`config.mk`:
```
export PLATFORM = sky130hd
export DESIGN_NAME = dcache_ctrl
export DESIGN_NICKNAME = d
export VERILOG_FILES = /design/src/rtl/dcache_ctrl.sv
export SDC_FILE = /design/constraint.sdc
export NUM_CORES = 2
export LEC_CHECK = 0
export ABC_CLOCK_PERIOD_IN_PS = 17300
export CAP_MARGIN = 20
export CORE_MARGIN = 5
export CORE_UTILIZATION = 28
export DETAILED_ROUTE_END_ITERATION = 16
export PLACE_DENSITY_LB_ADDON = 0.12
export SLEW_MARGIN = 15
export SYNTH_ARGS = -nofsm -noshare
export SYNTH_HDL_FRONTEND = slang
export SYNTH_MEMORY_MAX_BITS = 65536
export SYNTH_SLANG_ARGS = --single-unit
```
`constraint.sdc`:
```
create_clock -name clk_i -period 17.3 [get_ports clk_i]
set_input_delay 3.46 -clock clk_i [delete_from_list [all_inputs] [get_ports clk_i]]
set_output_delay 3.46 -clock clk_i [all_outputs]
set_load 0.01 [all_outputs]
```
`src/rtl/dcache_ctrl.sv`:
```
`default_nettype none
// ============================================================================
// dcache_ctrl : direct-mapped, write-back, write-allocate L1 data cache control
// Revision    : 1.0
// ============================================================================
module dcache_ctrl #(
  parameter int INDEX_BITS = 4,
  parameter int LINE_BITS  = 256
) (
  input  logic                 clk_i,
  input  logic                 rst_i,
  input  logic                 cpu_MemRead_i,
  input  logic                 cpu_MemWrite_i,
  input  logic [31:0]          cpu_addr_i,
  input  logic [31:0]          cpu_data_i,
  output logic [31:0]          cpu_data_o,
  output logic                 cpu_stall_o,
  output logic                 mem_enable_o,
  output logic                 mem_write_o,
  output logic [31:0]          mem_addr_o,
  output logic [LINE_BITS-1:0] mem_data_o,
  input  logic [LINE_BITS-1:0] mem_data_i,
  input  logic                 mem_ack_i
);

  localparam int LINES    = 1 << INDEX_BITS;
  localparam int TAG_BITS = 32 - INDEX_BITS - 5;

  typedef enum logic [1:0] {
    S_IDLE        = 2'd0,
    S_WRITEBACK   = 2'd1,
    S_ALLOCATE    = 2'd2,
    S_REFILL_DONE = 2'd3
  } state_t;

  state_t state_q, state_d;

  logic [LINE_BITS-1:0] data_q [LINES];
  logic [TAG_BITS-1:0]  tag_q  [LINES];
  logic [LINES-1:0]     valid_q;
  logic [LINES-1:0]     dirty_q;

  logic [INDEX_BITS-1:0] idx;
  logic [TAG_BITS-1:0]   tag;
  logic [2:0]            word;
  logic [7:0]            word_lsb;
  logic                  req;
  logic                  hit;
  logic                  victim_dirty;
  logic [LINE_BITS-1:0]  line;
  logic                  wr_hit;
  logic                  refill;
  logic                  unused_addr_lsbs;

  assign idx              = cpu_addr_i[INDEX_BITS+4:5];
  assign tag              = cpu_addr_i[31:INDEX_BITS+5];
  assign word             = cpu_addr_i[4:2];
  assign word_lsb         = {word, 5'b00000};
  assign unused_addr_lsbs = ^cpu_addr_i[1:0];
  assign req              = cpu_MemRead_i | cpu_MemWrite_i;
  assign line             = data_q[idx];
  assign hit              = req & valid_q[idx] & (tag_q[idx] == tag);
  assign victim_dirty     = valid_q[idx] & dirty_q[idx];

  always_comb begin
    state_d      = state_q;
    cpu_stall_o  = 1'b0;
    cpu_data_o   = '0;
    mem_enable_o = 1'b0;
    mem_write_o  = 1'b0;
    mem_addr_o   = '0;
    mem_data_o   = '0;
    wr_hit       = 1'b0;
    refill       = 1'b0;
    case (state_q)
      S_IDLE: begin
        if (req) begin
          if (hit) begin
            // A simultaneous read+write request is a store, so no load data.
            if (cpu_MemWrite_i) wr_hit = 1'b1;
            else                cpu_data_o = line[word_lsb +: 32];
          end else begin
            cpu_stall_o = 1'b1;
            state_d     = victim_dirty ? S_WRITEBACK : S_ALLOCATE;
          end
        end
      end
      S_WRITEBACK: begin
        cpu_stall_o  = 1'b1;
        mem_enable_o = 1'b1;
        mem_write_o  = 1'b1;
        mem_addr_o   = {tag_q[idx], idx, 5'b00000};
        mem_data_o   = line;
        if (mem_ack_i) state_d = S_ALLOCATE;
      end
      S_ALLOCATE: begin
        cpu_stall_o  = 1'b1;
        mem_enable_o = 1'b1;
        mem_addr_o   = {tag, idx, 5'b00000};
        if (mem_ack_i) begin
          refill  = 1'b1;
          state_d = S_REFILL_DONE;
        end
      end
      S_REFILL_DONE: begin
        cpu_stall_o = 1'b1;
        state_d     = S_IDLE;
      end
      default: state_d = S_IDLE;
    endcase
  end

  always_ff @(posedge clk_i) begin
    if (rst_i) begin
      state_q <= S_IDLE;
      valid_q <= '0;
      dirty_q <= '0;
    end else begin
      state_q <= state_d;
      if (refill) begin
        valid_q[idx] <= 1'b1;
        dirty_q[idx] <= 1'b0;
      end else if (wr_hit) begin
        dirty_q[idx] <= 1'b1;
      end
    end
  end

  // Tag/data storage is never cleared; the valid bits alone qualify it.
  always_ff @(posedge clk_i) begin
    if (!rst_i) begin
      if (refill) begin
        data_q[idx] <= mem_data_i;
        tag_q[idx]  <= tag;
      end else if (wr_hit) begin
        data_q[idx][word_lsb +: 32] <= cpu_data_i;
      end
    end
  end

endmodule
`default_nettype wire
```
==> After elaboration in Yosys (flattened, before gate mapping) <==
Memory sizes are Yosys's and may differ from the RTL's.
Cells that the tools add are included.
{ "word_totals": {"ff_bits": 34, "ram_bits": 4464, "input_bits": 325, "out_inout_bits": 323, "n_memories": 2} }
{ "memory_table": {"columns": ["name", "words", "word_bits", "read_ports", "rd_clocked_by_memory_dff", "wr", "line_no", "text"], "rows": [
  ["data_q", 16, 256, 1, 0, 1, "38", "logic [LINE_BITS-1:0] data_q [LINES];"],
  ["tag_q", 16, 23, 1, 0, 1, "39", "logic [TAG_BITS-1:0] tag_q [LINES];"]
]} }
{ "classes": {"add_sub_neg": 1, "order_cmp": 2, "n_eq_ne": 8, "shift": 3, "mux": 294, "bitwise_logic": 264, "reduce_logical": 6} }
{ "ops": {"columns": ["op", "count"], "rows": [
  ["2-to-1 mux 256 bit", 2],
  ["2-to-1 mux 1 bit", 275],
  ["OR 1 bit", 257],
  ["variable shift 32 x 10 -> 256 bit, first input constant", 1],
  ["variable part select 256 x 9 -> 32 bit", 1],
  ["variable part select 32 x 10 -> 256 bit", 1],
  ["2-to-1 mux 32 bit", 4],
  ["case mux 32 bit (2 select lines)", 1],
  ["2-to-1 mux 16 bit", 2],
  ["OR 16 bit", 2],
  ["equality test 23 bit", 1],
  ["bitwise AND 16 bit", 1],
  ["NOT 16 bit", 1],
  ["2-to-1 mux 2 bit", 5],
  ["negator 8 -> 10 bit", 1],
  ["binary-select mux 1 bit (select 4 bit)", 2],
  ["inequality test 2 bit, second input constant", 4],
  ["case mux 2 bit (4 select lines)", 1],
  ["< comparator 4 x 5 -> 1 bit, second input constant", 1],
  ["demux 1 bit (select 4 bit)", 1],
  ["equality test 2 bit, second input constant", 2],
  [">= comparator 4 x 1 -> 1 bit, second input constant", 1],
  ["AND reduction 4 bit", 1],
  ["bitwise AND 1 bit", 3],
  ["7 further kinds", 7]
]} }

==> Depth between registers and ports, before layout <==
{ "logic_depth": {"word_depth": 12, "ltp_mapped": 17, "ltp_nobuf": 9} }

==> Least setup slack after synthesis <==
No wires, ideal clock.
{ "synth_path": {"path_kind": "input port to output port", "from": "in cpu_addr_i[5]", "to": "out cpu_data_o[0]", "t_arrival_ps": 6961, "setup_slack_ps": 6879, "path_stages": 13, "path_buffers": 8, "cell_sequence": "buf_4 buf_6 buf_6 buf_4 buf_2 buf_2 clkbuf_1 buf_1 mux4_2 mux4_2 mux4_2 nand2_1 a21oi_1"} }
{ "synth_between": {"elab_chain_cells": 7} }
{ "synth_rtl": {"columns": ["item", "line_no", "text"], "rows": [
  ["start: declaration", "14", "input logic [31:0] cpu_addr_i,"],
  ["parallel branches: the longest is 4 deep, another holds memory read (16 x 256 bit)", null, null],
  ["2-to-1 mux 32 bit *", "78", "if (hit) begin"],
  ["2-to-1 mux 32 bit *", "77", "if (req) begin"],
  ["2-to-1 mux 32 bit *", "75", "case (state_q)"],
  ["end: declaration", "16", "output logic [31:0] cpu_data_o,"]
]} }
Mark *: on every way between the ends. The select of a mux whose other input is x is not followed.

==> Worst setup path after layout <==
{ "layout_path": {"from": "in cpu_addr_i[5]", "to": "out cpu_data_o[9]"} }
The elaborated chain is that of the path after synthesis.

==> results.cfg <==
[finish]
regArea_um2 = 134700
final_cell_mix = edfxtp_1, mux4_2, clkdlybuf4s50_1, clkbuf_16, buf_4
areaGrowthSynthToFinish_pct = 19.62
final_cells = 18010
n_fill_cell = 60010
fin_nets = 9370
multi_input_area_um2 = 43920
drive_gt1_share_pct = 30.07
final_common_cell = edfxtp_1

[global_routing]
grt_overflow = 0
grt_pass1_vias = 92940
grt_use_total_pct = 20.06
antenna_found_initial = 104
grt_first_pass_wirelength_um = 884700
grt_start_max_net_pins = 135

[worst_hold_path]
hold_class = flop to flop
hold_path_depth = 2
hold_start = valid_q[11]$_SDFFE_PP0P_
min_to = valid_q[11]$_SDFFE_PP0P_

[clock_tree]
cts_setup_buffers = 0
cts_root_buf = clkbuf_16
clk_pin_slew_ps = 60
tritoncts = yes
cts_hold_buf = 0
cts_resized = 0
cts.sink_count = 4498
cts_made_buffers = 482
cts.htree.levels = 5
clk_path_buf_depth = 4
clock_latency_ps = 1060

[synthesis]
synthArstFlopShare_pct = 0
synth_edf_count = 4464
ys_ff_latch = 4498
yosys_most_used_dff = edfxtp_1
synth_top_area_cell = edfxtp_1
synth_area_leaders = edfxtp_1, mux4_2, mux2i_1, and2_1, mux2_2
avgSynthCellArea_um2 = 22.26
yosysWarnings = 0
synth_cell_type_count = 70
netlist_instances = 8054
netlist_area_um2 = 179300
synth_seq_area_share_pct = 75.13
synth_top_area_share_pct = 74.76

[worst_setup_path]
path_max_fanout = 93
r2r_start = tag_q[13][5]$_DFFE_PP_
arrival_ps = 9540
critPathLaunchType = input port
reg2reg_depth = 11
crit_path_frequent_cell = buf_4
slowest_stage = a21oi_1
path_class = input port to output port
worstPathCellList = buf_16, buf_4, mux4_2, and2_1, nor2_1, o221ai_1, a2111oi_2, nand2_1, and4b_1, nand3b_1, buf_4, a21oi_1, clkdlybuf4s50_1
rr_endpoint = data_q[7][81]$_DFFE_PP_
r2r_setup_slack_ps = 10850
max_stage_delay_ps = 1060
endpoint_kind = output port
critPathRequiredTime_ps = 13840

[timing]
slew_viol_final = 0
period_minus_slack_ps = 13000
clock.fmax_mhz = 76.94
worst_pin_slew_ps = 1318
finalSetupTns_ps = 0
hold_slack_ps = 472.5
finalSetupViolCount = 0
fin_crit_sh_pct = 75.13
rsz0062_at_grt = false
finalHoldViolCount = 0
relSlewSlack_pct = 12.15
setup_slack_ps = 4302
skew_ps = 67.22

[routing]
via_per_inst = 5.028
wl_met2_um = 330600
drt_iter0_drc = 9137
dr.pass1.iters = 7
wire_per_inst_um = 37.53
wl_met1_um = 272800
drcViolationCount = 0
top_layer = met5
ant_nets = 0
wl_met3_um = 40970
vias = 90550
routed_wl_um = 676000

[placement]
gp_congestion = 0.8098
pre_cts_slack_ps = 4289
place_inst = 16950
hpwlAfterDp_um = 417000
io_buffers = 640

[die]
initial_core_util_pct = 28.03
io_pins = 648
num_rows = 294
die_w_um = 810.3
die_height_um = 810.3
core-area_um2 = 639700
die-area_um2 = 656500

[job]
cap_violations = 0

[run_status]
status = completed

[power]
total_leakage_power_uw = 0.06614
p_per_area_nw_per_um2 = 114.7
peakVddDrop_uv = 103.3
==> metal layers <==
metal / GRT usage [%] / vias to the layer above
met5: 0 / -
met4: 8.423 / 24
met3: 3.572 / 833
met2: 33.36 / 3060
met1: 25.90 / 50550
li1: - / 36080
==> per-stage QoR <==
stage               total power (uW)  area (um2)  util [%]
floorplan                      13360      179300         -
global placement               14760      198400     31.01
detailed placement             14790      198400     31.01
CTS                            24860      213600     33.40
global route                   25350      214300     33.51
finish                         24590      214500     33.53
==> worst max path at each step <==
stage,slack [ps],start,to,depth (start not counted)
floorplan,6880,cpu_addr_i[5],cpu_data_o[0],13
global placement,4320,cpu_addr_i[5],cpu_data_o[15],10
detailed placement,4290,cpu_addr_i[5],cpu_data_o[15],10
CTS,4290,cpu_addr_i[5],cpu_data_o[15],10
global route,4070,cpu_addr_i[5],cpu_data_o[15],10
finish,4300,cpu_addr_i[5],cpu_data_o[9],13
==> cell type report <==
type,instances,area share [%]
inverters,144,0.2578
clock inverters,303,1.256
multi-input cells,2918,20.48
repair buffers,992,4.280
well taps,8436,4.921
flip-flops and latches,4498,62.81
diodes,121,0.1412
clock buffers,597,5.854
==> worst max-delay path, delay by kind of cell <==
family | cells | cell delay [ps]
AO/OA/AOI/OAI | 3 | 1800
AND/OR/NAND/NOR | 5 | 1100
multiplexers | 1 | 590
buffers and inverters | 4 | 2110
==> logic make-up (layout without fill, tap and decap cells) <==
kind of cell / after synthesis / in the layout / synth area share, %
mux: 1778 / 1778 / 19.83
xor+xnor: 23 / 23 / 0.1123
flops: 4498 / 4498 / 75.13
compound gates: 351 / 351 / 1.194
simple gates: 752 / 752 / 2.199
other cells: 1 / 126 / 0.002091
fa+ha+maj: 9 / 9 / 0.06280
buf+inv: 642 / 2036 / 1.462
==> cells in the mapped netlist, types with 8 or more instances <==
cell type	instances
nand3_1	16
o22ai_1	26
dfxtp_1	34
a22oi_1	37
mux2i_1	215
mux4_2	1404
ha_1	9
edfxtp_1	4464
buf_4	18
xnor2_1	13
a211oi_1	22
mux2_2	131
buf_6	14
and3_1	82
xor2_1	10
nor2_1	65
buf_1	103
and2_1	266
nand2_1	245
o21ai_0	16
mux2_1	28
a21oi_1	193
inv_1	138
clkbuf_1	331
nor2b_1	12
nor3_1	22
o211ai_1	8
buf_2	32
==> sequential cells by signal, summed over array words and instances, names as in the netlist, named ones only <==
name     flops
data_q    4096
state_q      2
tag_q      368
valid_q     16
==> power breakdown <==
group,leakage (uW),switching (uW),internal [uW]
sequential,0.0404,15.6,12100
combinational,0.0183,1590,863
clock,0.00746,4390,5670
total,0.0661,6000,18600
(Power assumes the default switching activity.)
